$ cat src/rtl/gc_pkg.sv
// Shared FSM encoding and default timing constants for the button conditioner.
package gc_pkg;
  typedef enum logic [1:0] {
    IDLE    = 2'd0,
    PRESSED = 2'd1,
    REPEAT  = 2'd2
  } btn_fsm_e;

  // Defaults assume a 50 MHz clock.
  localparam int DEB_CYCLES  = 500000;
  localparam int HOLD_CYCLES = 25000000;
  localparam int RPT_START   = 12500000;
  localparam int RPT_MIN     = 1562500;
endpackage

$ cat src/rtl/sync_debounce.sv
// Two-flop synchronizer followed by a stable-count debouncer.
module sync_debounce #(
  parameter int DEB_CYCLES = gc_pkg::DEB_CYCLES
) (
  input  logic clk,
  input  logic rst,
  input  logic noisy,
  output logic clean
);
  localparam int CW = (DEB_CYCLES > 1) ? $clog2(DEB_CYCLES) : 1;

  logic          meta, sync;
  logic [CW-1:0] cnt;

  // Counter tracks how long sync has disagreed with clean; any agreement restarts it.
  always_ff @(posedge clk or negedge rst) begin
    if (!rst) begin
      meta  <= 1'b0;
      sync  <= 1'b0;
      clean <= 1'b0;
      cnt   <= '0;
    end else begin
      meta <= noisy;
      sync <= meta;
      if (sync == clean) begin
        cnt <= '0;
      end else if (cnt == CW'(DEB_CYCLES - 1)) begin
        clean <= ~clean;
        cnt   <= '0;
      end else begin
        cnt <= cnt + 1'b1;
      end
    end
  end
endmodule

$ cat src/rtl/button_conditioner.sv
// Debounced push-button with press/release strobes, long-press hold and accelerating auto-repeat.
module button_conditioner #(
  parameter int DEB_CYCLES  = gc_pkg::DEB_CYCLES,
  parameter int HOLD_CYCLES = gc_pkg::HOLD_CYCLES,
  parameter int RPT_START   = gc_pkg::RPT_START,
  parameter int RPT_MIN     = gc_pkg::RPT_MIN
) (
  input  logic clk,
  input  logic rst,
  input  logic button,
  output logic button_state,
  output logic press_pulse,
  output logic release_pulse,
  output logic hold,
  output logic step_pulse
);
  import gc_pkg::*;

  localparam int HW = $clog2(HOLD_CYCLES);
  localparam int RW = $clog2(RPT_START + 1);

  btn_fsm_e      fsm;
  logic          state_d;
  logic [HW-1:0] hold_cnt;
  logic [RW-1:0] period, rpt_cnt, half, next_period;
  logic          hold_hit, rpt_hit;

  sync_debounce #(.DEB_CYCLES(DEB_CYCLES)) u_deb (
    .clk   (clk),
    .rst   (rst),
    .noisy (button),
    .clean (button_state)
  );

  assign press_pulse   = button_state & ~state_d;
  assign release_pulse = ~button_state & state_d;

  assign hold_hit    = (fsm == PRESSED) && (hold_cnt == HW'(HOLD_CYCLES - 1));
  assign rpt_hit     = (fsm == REPEAT) && (rpt_cnt == period - 1'b1);
  assign half        = period >> 1;
  assign next_period = (half < RW'(RPT_MIN)) ? RW'(RPT_MIN) : half;

  // Strobes and hold decode flops only; release suppresses any coincident event.
  assign step_pulse = ~release_pulse &
                      (((fsm == IDLE) & press_pulse) | hold_hit | rpt_hit);
  assign hold       = ~release_pulse & ((fsm == REPEAT) | hold_hit);

  always_ff @(posedge clk or negedge rst) begin
    if (!rst) begin
      fsm      <= IDLE;
      state_d  <= 1'b0;
      hold_cnt <= '0;
      rpt_cnt  <= '0;
      period   <= RW'(RPT_START);
    end else begin
      state_d <= button_state;
      case (fsm)
        IDLE: begin
          if (press_pulse) begin
            fsm      <= PRESSED;
            hold_cnt <= '0;
          end
        end
        PRESSED: begin
          if (release_pulse) begin
            fsm <= IDLE;
          end else if (hold_hit) begin
            fsm     <= REPEAT;
            period  <= RW'(RPT_START);
            rpt_cnt <= '0;
          end else begin
            hold_cnt <= hold_cnt + 1'b1;
          end
        end
        REPEAT: begin
          if (release_pulse) begin
            fsm <= IDLE;
          end else if (rpt_hit) begin
            rpt_cnt <= '0;
            period  <= next_period;
          end else begin
            rpt_cnt <= rpt_cnt + 1'b1;
          end
        end
        default: fsm <= IDLE;
      endcase
    end
  end
endmodule

$ cat config.mk
export PLATFORM = sky130hd
export DESIGN_NAME = button_conditioner
export DESIGN_NICKNAME = d
export VERILOG_FILES = /design/src/rtl/gc_pkg.sv /design/src/rtl/sync_debounce.sv /design/src/rtl/button_conditioner.sv
export SDC_FILE = /design/constraint.sdc
export NUM_CORES = 1
export LEC_CHECK = 0
export ABC_AREA = 1
export ABC_CLOCK_PERIOD_IN_PS = 2680
export CAP_MARGIN = 10
export CORE_ASPECT_RATIO = 0.9
export CORE_MARGIN = 4
export CORE_UTILIZATION = 55
export DETAILED_ROUTE_END_ITERATION = 16
export PLACE_DENSITY = 0.79
export SYNTH_ARGS = -nofsm -noshare
export SYNTH_HDL_FRONTEND = slang
export SYNTH_SLANG_ARGS = --single-unit
$ cat constraint.sdc
create_clock -name clk -period 2.68 [get_ports clk]
set_input_delay 0.402 -clock clk [delete_from_list [all_inputs] [get_ports clk]]
set_output_delay 0.402 -clock clk [all_outputs]
set_load 0.05 [all_outputs]
==> results list, run 1 <==
- VDD IR max: 0.511 mV
* Length of the first detailed-routing pass in iterations: 5
- The final-report hold violation count was 0.
- Combinational family with the most area after synthesis: simple AND/OR/NAND/NOR gates
- Routed length per instance: 14.3 um
* Share of layout cells above drive strength 1: 0.134
- Setup crit start kind: flip-flop
- RD Place Congestion: 0.901
- Share of the synthesized area in compound gates (AO/OA/AOI/OAI): 0.0869
- The die covers 13,300 sq um.
- The floorplan step defined a core boundary enclosing 11,000 sq um.
- Endpoint type of the worst setup path: output port
- After the flow finishes, the layout carries non-filler instances totaling 1,053.
- Relative slew slack: 0.652
- Die height: 110 um
* Clk slew on worst S/H paths: 0.08 ns
- Between clock sinks in the finished design, the worst skew comes to 0.0101 ns.
- Commonest non-fill, non-tap cells in the layout: 222 x sky130_fd_sc_hd__nand2_1, 117 x sky130_fd_sc_hd__nor2_1, 93 x sky130_fd_sc_hd__inv_1, 80 x sky130_fd_sc_hd__dfrtp_1, 63 x sky130_fd_sc_hd__nand3_1
* Actual transition at the worst max-transition pin: 0.521 ns
- Die Wd: 121 um
- Synthesized area: 6320 sq um
* Count of unique library cells instantiated by Yosys: 45
* Mean area per synthesized cell: 7.31 sq um
- Synthesis inferred 98 register bits.
- Of the total synthesized cell area, the portion taken by AND, OR, NAND and NOR gates is 0.358.
- GRT Util Overall: 0.243
- The number of max-slew violations in the final report is 0.
* Number of antenna violations at the first check in global routing: 0
- Number of nets with antenna violations after routing: 0
* Worst hold path startpoint: u_deb.meta
- At the later pin of the worst-skew pair, clock insertion delay measures 0.36 ns.
- Dividing the final minimum period by the clock period gives 1.00.
* Proportion of register bits with asynchronous set or reset after synthesis: 1.00
- Post-synth net total: 872
* Total number of clock tree sinks: 98
* Path depth of the worst reg2reg path: 14
- After global routing the overflow that remains totals 0.
- Startpoint of the worst-slack reg-to-reg timing path: hold_cnt[0]
- Fin crit period: 2.68 ns
- Setup repair after global routing could not meet its margin everywhere.
* Diodes inserted: 0
* First-pass GRT wire length: 25.6 mm
* Register area share after synthesis: 0.390
- The via count of the first global-routing pass was 5,251.
- Of the total synthesized cell area, the portion taken by XOR and XNOR cells is 0.0762.
- The tightest min-delay check is of the reg2reg type.
* Count of cells along the worst hold path: 0
- Max-cap violations in this run came to 0.
- Once detailed placement completed, the half-perimeter wirelength came to 10.8 mm.
- 8 I/O pins were placed.
* Cts bufs inserted: 9
- End of the worst register-to-register path: hold_cnt[7]
- Measured on the finished design, the core utilization comes to 0.650.
- Total power per unit cell area: 393 nW/um^2
- Cells after DPL: 1,019
- Before CTS, the worst setup slack after placement is 0.0818 ns.
- Along the worst path, the maximum fanout reaches 6.
* Multiplexer share of the synthesized area: 0
* Number of DRC violations after detailed-routing iteration 0: 475
- In the routed design, unresolved DRC markers number 0.
- In this run the static leakage power is 3.49 nW.
* Placed cell areas: 6610 sq um
* Data arrival, critical path: 2.28 ns
- Floorplan row count: 36
- Buffer type at the clock tree root: sky130_fd_sc_hd__clkbuf_16
* Worst-case clock buffer depth: 2
* CP required: 2.28 ns
- Final worst slack: 0.00102 ns
- Area growth, synth to finish: 13.5%
- Register-to-register setup slack: 0.14 ns
- Counting flops with a built-in enable in the synthesized netlist gives 0.
* Number of cells produced by synthesis: 865
- Timing would allow up to 373 MHz.
- The initial utilization of the core area, before any placement, comes to 0.573.
* Design Area, Final: 7170 sq um
* Warnings, synthesis: 0
* Most common cell after layout, fill and taps aside: sky130_fd_sc_hd__nand2_1
- CTS tree: yes
* Setup violation total in the final timing report: 0
* Detailed Route WL: 15.0 mm
- Via count: 5,632
* Count of buffers inserted at the top-level ports: 7
- Largest cells by area after synthesis: sky130_fd_sc_hd__dfrtp_1 34%, sky130_fd_sc_hd__nand2_1 13%, sky130_fd_sc_hd__nor2_1 7.3%
- DR vias/cell: 5.35
- Run status: finished, final reports clean
- The share of synthesized area in the top cell type comes to 0.340.
- The H-tree was split into 3 levels.
- Cell taking the most area after synthesis: sky130_fd_sc_hd__dfrtp_1
- Synthesized-area fraction occupied by adder cells: 0.00792
- Final #Nets: 903
* Primary FF master, synth: sky130_fd_sc_hd__dfrtp_1
- Hold path endpoint: u_deb.sync
- Entering global routing, the biggest net connects 69 pins.
- The critical path is of the reg2out type.
- Final hold analysis gives a worst-case slack of 0.360 ns.
==> report_power, final <==
| part | internal, mW | total (mW) | switching [mW] |
|---|---|---|---|
| registers | 1.48 | 1.49 | 0.00333 |
| logic | 0.0103 | 0.0483 | 0.0380 |
| clock network | 0.660 | 1.29 | 0.627 |
| total | 2.15 | 2.82 | 0.668 |
==> critical path, stage by stage (launching register included) <==
cell                       delay (ns)
sky130_fd_sc_hd__dfrtp_1         0.48
sky130_fd_sc_hd__nor2_1          0.16
sky130_fd_sc_hd__nand2_1         0.10
sky130_fd_sc_hd__nor2_4          0.17
sky130_fd_sc_hd__nand3_2         0.12
sky130_fd_sc_hd__buf_4           0.15
sky130_fd_sc_hd__o21bai_1        0.14
sky130_fd_sc_hd__nand2_1         0.06
sky130_fd_sc_hd__nand2_1         0.13
sky130_fd_sc_hd__nor2_4          0.07
sky130_fd_sc_hd__nand4_4         0.11
sky130_fd_sc_hd__nand2_4         0.07
sky130_fd_sc_hd__buf_12          0.15
==> timing repair <==
action	CTS	global route
resized for setup	18	10
setup endpoints to repair	2	28
gates cloned	1	1
pin swaps	6	7
setup buffers	10	5
endpoints found under the hold margin	19	0
hold buffers	1	0
==> metal layers <==
layer	GRT usage	vias up	routed length (um)
met5	0	-	0
met1	0.358	2602	7410
li1	-	2841	-
met2	0.357	169	6480
met4	0.0825	0	281
met3	0.0504	20	866
==> sequential cells by signal, summed over array words and instances (netlist names) <==
signal	count
state_d	1
u_deb.meta	1
u_deb.sync	1
hold_cnt	25
period	24
rpt_cnt	24
u_deb.clean	1
u_deb.cnt	19
fsm	2
==> synth_stat cells (all sizes together) (4+ instances only) <==
library cell  number
nor2             140
nor4               6
o31ai             12
a31oi              6
inv               99
nor3b              4
dfrtp             86
nand3b             6
o21ai             30
nand2            230
ha                 4
clkbuf             7
nor3              18
nand4             22
dfstp             12
xor2              44
nand3             65
buf               14
xnor2             11
a21oi             35
==> worst max-delay path by stage <==
stage	end	from	slack, ns
5_1_grt	step_pulse	period[1]	-0.12
3_5_place_dp	period[7]	period[1]	0.08
6_report	step_pulse	period[9]	0.001
3_3_place_gp	period[4]	period[1]	0.21
2_1_floorplan	hold	u_deb.clean	0.06
4_1_cts	step_pulse	period[1]	0.001
==> kinds of logic after synthesis <==
group,after synthesis
buffers and inverters,122
XOR/XNOR,55
AO/OA/AOI/OAI,91
flip-flops,98
adder cells (fa/ha/maj),4
AND/OR/NAND/NOR,495
==> area by class of cell <==
class / count / area (sq um)
clock buffers: 10 / 229
clock inverters: 6 / 60.1
fillers: 920 / 3860
inverters: 101 / 379
multi-input cells: 645 / 3430
flip-flops and latches: 98 / 2470
well taps: 152 / 190
repair buffers: 41 / 413
==> per-stage QoR <==
step | setup TNS, ns | total power [mW]
global route | -0.134 | 2.93
finish | 0 | 2.82
CTS | 0 | 2.85
floorplan | 0 | 1.53
global placement | 0 | 1.56
detailed placement | 0 | 1.57
(Power assumes the default switching activity.)
==> run 2, diff against run 1 <==
Settings changed: PLACE_DENSITY 0.79 to 0.73.
==> run 2 against run 1 <==
Compared with the run above: the flow now finishes with violations (setup timing); setup slack got worse by 0.038 ns; sequential power hardly changed; sequential share of layout area is 0.16 points lower; global-route usage is essentially flat; critical path depth rose by 1; design area grew 0.58%; clock skew is 0.0012 ns higher; wire length increased by 2.2%; via count increased by 2.6%; clock power increased by 9%.
==> results list, run 2 (synthesized netlist as in run 1, its figures left out) <==
- The area of placed instances came to 6590 sq um (-0.38%).
* Post-layout utilization of the core: 0.654 (+0.00374)
* Relative slew slack: 0.665 (+0.0130)
* Worst min-delay path category: reg2reg
- VDD IR max: 0.517 mV (+1.2%)
- Design Area, Final: 7210 sq um (+0.58%)
* I/O pin cnt: 8 (unchanged)
* Hold Vio Cnt, Final: 0 (unchanged)
- Die Wd: 121 um (unchanged)
- Number of max-capacitance violations reported: 0 (unchanged)
- Length of the first detailed-routing pass in iterations: 5 (unchanged)
* Max FFs per register: 25 (unchanged)
* Clock latency on the worst-skew pair: 0.36 ns (about the same)
* Maximum number of pins on one net before global-route repair: 62 (-10%)
- Share of layout cells above drive strength 1: 0.146 (+0.0114)
- Routed length per instance: 14.6 um (+2.4%)
* Most common cell after layout, fill and taps aside: sky130_fd_sc_hd__nand2_1
- The worst setup path is launched from a flip-flop.
* Data arrival, critical path: 2.31 ns (+0.03 ns)
- The count of routing violations after the opening detailed-route iteration is 454 (-4.4%).
- Total number of clock tree sinks: 98 (unchanged)
- The overall power after layout is 2.93 mW (+4.0%).
* Fin crit period: 2.72 ns (+0.0377 ns)
* Registers with the most flip-flops: hold_cnt x25, period x24, rpt_cnt x24
- The clock transition at the registers of the reported paths was 0.08 ns (about the same).
- Period utilisation layout: 1.01 (+0.0141)
- TritonCTS built the clock tree.
* Final #Nets: 901 (-0.22%)
- Worst-case clock skew: 0.0113 ns (+0.00117 ns)
- Max Fclk: 368 MHz (-1.4%)
- Setup violation total in the final timing report: 1 (+1)
* CP required: 2.28 ns (about the same)
- The post-route non-filler standard cell count came to 1,051 (-0.19%).
* Die footprint: 13,300 sq um (unchanged)
- Violations in the final reports: setup timing
- Top reg by flops: hold_cnt
- The power density normalized to cell area was 407 nW/um^2 (+3.4%).
* Cts bufs inserted: 9 (unchanged)
- Endpoint type of the worst setup path: output port
- The number of antenna-violating nets in the routed design is 0 (unchanged).
- Worst-case clock buffer depth: 2 (unchanged)
* Post-place setup slack: 0.150 ns (+0.0687 ns)
- RSZ-0062 raised after global routing: yes
* Routing usage on met2: 0.418 (+0.0607)
- The overall routing resource usage came to 0.243 (-0.000283).
* Most heavily used metal layer in global routing: met2
* Buffer type at the clock tree root: sky130_fd_sc_hd__clkbuf_16
- Commonest non-fill, non-tap cells in the layout: 218 x sky130_fd_sc_hd__nand2_1, 117 x sky130_fd_sc_hd__nor2_1, 92 x sky130_fd_sc_hd__inv_1, 78 x sky130_fd_sc_hd__dfrtp_1, 61 x sky130_fd_sc_hd__nand3_1
- DRC violations left: 0 (unchanged)
* First-pass GRT wire length: 25.7 mm (+0.62%)
* Floorplan row count: 36 (unchanged)
- The routed via count was 5,776 (+2.6%).
* Run status: finished, violations left
* Fill cell total of the finished layout: 968 (+5.2%)
- The transition time at the pin with the least slew margin is 0.502 ns (-0.0195 ns).
- The final worst setup slack was -0.0367 ns (-0.0377 ns).
- Compared with the post-synthesis result, the final layout area differs by 14.1%.
- Number of max-slew violations in the final report: 0 (unchanged)
- Detailed Route WL: 15.4 mm (+2.2%)
* Via count of the first global-routing pass: 5,555 (+5.8%)
* RD Place Congestion: 0.931 (+3.4%)
- The number of I/O port buffers came to 7 (unchanged).
- The vertical die dimension is 110 um (unchanged).
- Initial cell density of the core: 0.573 (unchanged)
- Critical path start-end classification: reg2out
- The met1 global-route usage was 0.307 (-0.0505).
- The leakage power summed over all cells came to 3.51 nW (+0.69%).
- Total overflow reported by the global router: 0 (unchanged)
- Diodes inserted: 0 (unchanged)
- Number of antenna violations at the first check in global routing: 0 (unchanged)
* DR vias/cell: 5.50 (+2.8%)
* Met3 track demand over resource: 0.0504 (unchanged)
- The total half-perimeter wirelength after legalization and detailed placement came to 11.1 mm (+2.9%).
- The critical-path maximum fanout is 4 (-2).
- Cells after DPL: 1,014 (-0.49%)
- The maximum level of the CTS H-tree was 3 (unchanged).
- The area inside the core boundary was 11,000 sq um (unchanged).
## run 2: cell count changes in the layout (fill, tap and decap cells not counted), moves of 2 or more
cell	previous run	this run
sky130_fd_sc_hd__nand2_2	3	8
sky130_fd_sc_hd__nand2_1	222	218
sky130_fd_sc_hd__buf_4	30	27
sky130_fd_sc_hd__clkinv_4	0	2
sky130_fd_sc_hd__dfrtp_1	80	78
sky130_fd_sc_hd__dfrtp_2	6	8
sky130_fd_sc_hd__inv_6	3	1
sky130_fd_sc_hd__inv_8	3	1
sky130_fd_sc_hd__nand3_1	63	61
sky130_fd_sc_hd__nand3_2	1	3
## run 2: worst paths after layout
path	start	endpoint	slack [ns]	depth (start not counted)
worst max-delay path	period[1]	step_pulse	-0.04	13
worst min-delay path	u_deb.meta	u_deb.sync	0.36	0
worst max register to register	period[1]	period[1]	0.18	17
worst min register to register	u_deb.meta	u_deb.sync	0.36	0
max in group asynchronous	rst	period[18]	1.61	3
min in group asynchronous	rst	rpt_cnt[5]	0.43	2
## run 2: layout make-up
cell class / instances / area, sq um / area share
Timing Repair Buffer: 39 / 389 / 0.0539
Clock inverter: 6 / 83.8 / 0.0116
Sequential cell: 98 / 2480 / 0.343
Tap cell: 152 / 190 / 0.0264
Multi-Input combinational cell: 645 / 3450 / 0.479
Clock buffer: 10 / 239 / 0.0331
Inverter: 101 / 379 / 0.0526
## run 2: routing by layer
| layer | part of all wire | vias up |
|---|---|---|
| li1 | - | 2841 |
| met1 | 0.44 | 2754 |
| met2 | 0.49 | 151 |
| met3 | 0.050 | 30 |
| met4 | 0.018 | 0 |
| met5 | 0 | - |
## run 2: repair_timing
item | CTS | global route
setup endpoints to repair | 2 | 17
resized for setup | 14 | 26
hold buffers | 1 | 0
endpoints found under the hold margin | 12 | 0
cloned | 0 | 1
setup buffers | 9 | 10
pin swaps | 6 | 19
## run 2: metrics by stage
| stage | setup TNS [ns] | hold slack [ns] |
|---|---|---|
| finish | -0.0367 | 0.355 |
| global route | -0.191 | 0.364 |
| CTS | -0.0310 | 0.361 |
| detailed placement | 0 | 0.270 |
| global placement | 0 | 0.271 |
| floorplan | 0 | 0.106 |
## run 2: power by group
part	total, mW	switching [mW]	internal (mW)
Sequential	1.49	0.00328	1.48
Combinational	0.0490	0.0376	0.0114
Clock	1.40	0.627	0.771
Total	2.93	0.668	2.27
## run 2: critical path: stages, from the launching register on
cell and delay, ns:
sky130_fd_sc_hd__dfrtp_2 0.43, sky130_fd_sc_hd__buf_6 0.13, sky130_fd_sc_hd__nor2_4 0.16, sky130_fd_sc_hd__nand2_2 0.10, sky130_fd_sc_hd__nor2_4 0.15, sky130_fd_sc_hd__nand3_2 0.12, sky130_fd_sc_hd__nand2_1 0.07, sky130_fd_sc_hd__nand2_1 0.06
sky130_fd_sc_hd__nor2_1 0.10, sky130_fd_sc_hd__nand3_1 0.12, sky130_fd_sc_hd__nor2_4 0.13, sky130_fd_sc_hd__nand4_4 0.13, sky130_fd_sc_hd__nand2_4 0.11, sky130_fd_sc_hd__buf_12 0.13
==> run 3, diff against run 2 <==
Settings changed: ABC_CLOCK_PERIOD_IN_PS 2680 to 2900, CTS_CLUSTER_SIZE set to 30, SLEW_MARGIN set to 20.
Clock period 2.68 ns to 2.9 ns, I/O delays scaled along.
==> run 3 against run 2 <==
Compared with the run above: the flow now finishes without violations; core utilization fell by 1.9 points; via count decreased by 2.8%; count of clock-buffer cells in the layout is 1 lower; final cell count decreased by 1.8%; global-route usage fell by 0.60 points; non-clock buffer count is 19 lower; first-iteration DRC count increased by 3.1%; worst hold slack lost 0.34 ns; clock skew fell by 0.0030 ns; critical endpoint unchanged.
==> results list, run 3 (synthesized netlist as in run 1, its figures left out) <==
- Routed length per instance: 14.1 um (-3.4%)
* Cells after DPL: 1,012 (-0.20%)
- Run status: finished, final reports clean
- The area inside the core boundary is 11,000 sq um (unchanged).
- Total overflow reported by the global router: 0 (unchanged)
- The proportion of layout cells with a drive suffix above 1 is 0.113 (-0.0332).
- Maximum fanout count along the critical path: 5 (+1)
- More flip-flops sit in one register than any other, and that register is hold_cnt.
* Clk slew on worst S/H paths: 0.08 ns (about the same)
* Worst Setup SP: period[7]
- TritonCTS built the clock tree.
* Critical path start-end classification: reg2out
- Non-filler instance count after layout: 1,032 (-1.8%)
* Post-place setup slack: 0.290 ns (+0.140 ns)
- Routing usage on met2: 0.402 (-0.0155)
* Hold buffer count at CTS: 0 (-1)
- Most heavily used metal layer in global routing: met2
- The weighted congestion reported at the end of routability-driven placement was 0.918 (-1.4%).
- Die footprint: 13,300 sq um (unchanged)
- The count of standard-cell rows was 36 (unchanged).
- Number of max-capacitance violations reported: 0 (unchanged)
- Register-to-register setup slack: 0.29 ns (+0.11 ns)
* Max FFs per register: 25 (unchanged)
- The count of clock tree sinks came to 98 (unchanged).
* Die height: 110 um (unchanged)
* Slowest-stage cell, CP: sky130_fd_sc_hd__dfrtp_2
- The endpoint identified for the worst register-to-register timing path is period[9].
* GRT Util Overall: 0.237 (-0.00599)
- The via count of the first global-routing pass came to 5,400 (-2.8%).
* Commonest non-fill, non-tap cells in the layout: 221 x sky130_fd_sc_hd__nand2_1, 120 x sky130_fd_sc_hd__nor2_1, 93 x sky130_fd_sc_hd__inv_1, 81 x sky130_fd_sc_hd__dfrtp_1, 63 x sky130_fd_sc_hd__nand3_1
* First-pass GRT wire length: 25.2 mm (-2.0%)
- DRC violations left: 0 (unchanged)
- Setup violation total in the final timing report: 0 (-1)
- Data arrival, critical path: 2.37 ns (+0.06 ns)
- Number of nets with antenna violations after routing: 0 (unchanged)
- The number of max-slew violations in the final report came to 0 (unchanged).
- Number of DRC violations after detailed-routing iteration 0: 468 (+3.1%)
- The total iterations of the first detailed-routing run came to 5 (unchanged).
- The number of clock buffers inserted by TritonCTS is 9 (unchanged).
* Logic depth of the worst setup path including buffers: 12 (-1)
- Max stage delay on crit path: 0.47 ns (+0.04 ns)
* Area growth, synth to finish: 10.7%
- The critical path goes through nor2_2, nand2_1, nor2_4, nand2_1, nand2_1, nand2_1, nand2_1, nand3_1, nor2_2, nand4_4, nand2_4, buf_12.
- Worst-case clock skew: 0.00829 ns (-0.00300 ns)
* Maximum number of pins on one net before global-route repair: 65 (+4.8%)
* Buffer type at the clock tree root: sky130_fd_sc_hd__clkbuf_16
- Hold Vio Cnt, Final: 0 (unchanged)
* I/O pin cnt: 8 (unchanged)
- The effective utilization at floorplan was 0.573 (unchanged).
- The met1 global-route usage is 0.305 (-0.00220).
- The required time of the critical path came to 2.47 ns (+0.19 ns).
- The min-delay analysis places its worst path in the category in2async.
* Count of buffers inserted at the top-level ports: 7 (unchanged)
- Overall power after layout: 2.85 mW (-2.8%)
* Relative slew slack: 0.620 (-0.0441)
- The smallest clock period supported by the final layout is computed as 2.80 ns.
- Max Fclk: 357 MHz
- The routed via count came to 5,614 (-2.8%).
- Static Leak: 3.40 nW (-3.2%)
- Final worst slack: 0.0998 ns (+0.136 ns)
* Registers with the most flip-flops: hold_cnt x25, period x24, rpt_cnt x24
- RSZ-0062 raised after global routing: yes
- The antenna cell count came to 0 (unchanged).
- Worst-case clock buffer depth: 2 (unchanged)
- DR vias/cell: 5.44 (-1.0%)
* Detailed Route WL: 14.6 mm (-5.2%)
- Worst path most repeated cell: sky130_fd_sc_hd__nand2_1
- Of the available clock period, the critical path in the final layout requires 0.966.
- The total half-perimeter wirelength after legalization and detailed placement is 10.7 mm (-3.9%).
- Met3 track demand over resource: 0.0427 (-0.00772)
* Clock latency on the worst-skew pair: 0.36 ns (about the same)
* Endpoint type of the worst setup path: output port
* Total power per unit cell area: 408 nW/um^2 (+0.19%)
* Path depth of the worst reg2reg path: 18 (+1)
- On the critical path the largest part of the delay comes from simple AND/OR/NAND/NOR gates.
* Die Wd: 121 um (unchanged)
- The final net count came to 882 (-2.1%).
- The number of buffer and inverter stages on the critical path is 1 (-1).
* Actual transition at the worst max-transition pin: 0.564 ns (+0.0626 ns)
- Last element of the critical path: step_pulse
* H-tree Lvls: 3 (unchanged)
- The number of antenna violations at the first check in global routing is 0 (unchanged).
* Startpoint of the worst-slack reg-to-reg timing path: period[1]
- Leaving out fill and tap cells, the most frequent cell in the layout is sky130_fd_sc_hd__nand2_1.
- The worst vdd rail ir drop came to 0.412 mV (-20%).
- The worst setup path is launched from a flip-flop.
-- run 3: changes by cell type in the layout (fill, tap and decap cells not counted), moves of 3 or more --
| cell | change |
|---|---|
| sky130_fd_sc_hd__buf_4 | -15 |
| sky130_fd_sc_hd__nor2_4 | -5 |
| sky130_fd_sc_hd__dfrtp_1 | +3 |
| sky130_fd_sc_hd__dfrtp_2 | -3 |
| sky130_fd_sc_hd__nand2_1 | +3 |
| sky130_fd_sc_hd__nand2_2 | -3 |
| sky130_fd_sc_hd__nor2_1 | +3 |
-- run 3: report_power, final --
| group | switching (mW) | leakage, nW | internal, mW |
|---|---|---|---|
| combinational | 0.0341 | 1.91 | 0.00865 |
| sequential | 0.00304 | 1.31 | 1.37 |
| clock | 0.574 | 0.175 | 0.862 |
| total | 0.611 | 3.40 | 2.24 |
-- run 3: per-layer routing --
metal,part of all wire,vias to the layer above
met5,0,-
li1,-,2796
met3,0.054,21
met2,0.48,164
met1,0.45,2633
met4,0.018,0
-- run 3: cell type report --
cell class / instances / area (sq um)
Timing Repair Buffer: 20 / 210
Tap cell: 152 / 190
Inverter: 101 / 379
Sequential cell: 98 / 2470
Fill cell: 977 / 4040
Clock buffer: 9 / 225
Clock inverter: 7 / 135
Multi-Input combinational cell: 645 / 3390
-- run 3: through the flow --
step	util	instance area, sq um	hold WS [ns]	setup TNS, ns
2_1_floorplan	-	6320	0.139	0
3_3_place_gp	0.594	6560	0.338	0
3_5_place_dp	0.594	6560	0.337	0
4_1_cts	0.628	6930	0.0260	0
5_1_grt	0.634	7000	0.0470	-0.0833
6_report	0.634	7000	0.0154	0
-- run 3: worst min-delay path by stage --
| stage | start | endpoint | slack [ns] | depth (start not counted) |
|---|---|---|---|---|
| 2_1_floorplan | rst | fsm[0] | 0.14 | 0 |
| 3_3_place_gp | u_deb.meta | u_deb.sync | 0.34 | 0 |
| 3_5_place_dp | u_deb.meta | u_deb.sync | 0.34 | 0 |
| 4_1_cts | rst | rpt_cnt[8] | 0.03 | 1 |
| 5_1_grt | rst | rpt_cnt[8] | 0.05 | 1 |
| 6_report | rst | rpt_cnt[8] | 0.02 | 1 |
-- run 3: worst register-to-register path, stage by stage (launching register included) --
cell and delay (ns):
sky130_fd_sc_hd__dfrtp_2 0.43, sky130_fd_sc_hd__inv_1 0.10, sky130_fd_sc_hd__ha_4 0.15, sky130_fd_sc_hd__nand2_1 0.07
sky130_fd_sc_hd__nor2_2 0.14, sky130_fd_sc_hd__nand2_2 0.09, sky130_fd_sc_hd__nor2_2 0.11, sky130_fd_sc_hd__nand2_1 0.06
sky130_fd_sc_hd__nand2_1 0.08, sky130_fd_sc_hd__inv_1 0.04, sky130_fd_sc_hd__nor2_1 0.10, sky130_fd_sc_hd__nand2_1 0.10
sky130_fd_sc_hd__nor2_4 0.14, sky130_fd_sc_hd__buf_4 0.13, sky130_fd_sc_hd__nand3_4 0.08, sky130_fd_sc_hd__nand2_4 0.23
sky130_fd_sc_hd__nand2_4 0.25, sky130_fd_sc_hd__nand2_1 0.14, sky130_fd_sc_hd__nand2_1 0.06
-- run 3: repair_timing --
action	CTS	global route
buffers inserted	1	3
setup endpoints to repair	1	2
pin swaps	0	2
gates resized for setup	2	16
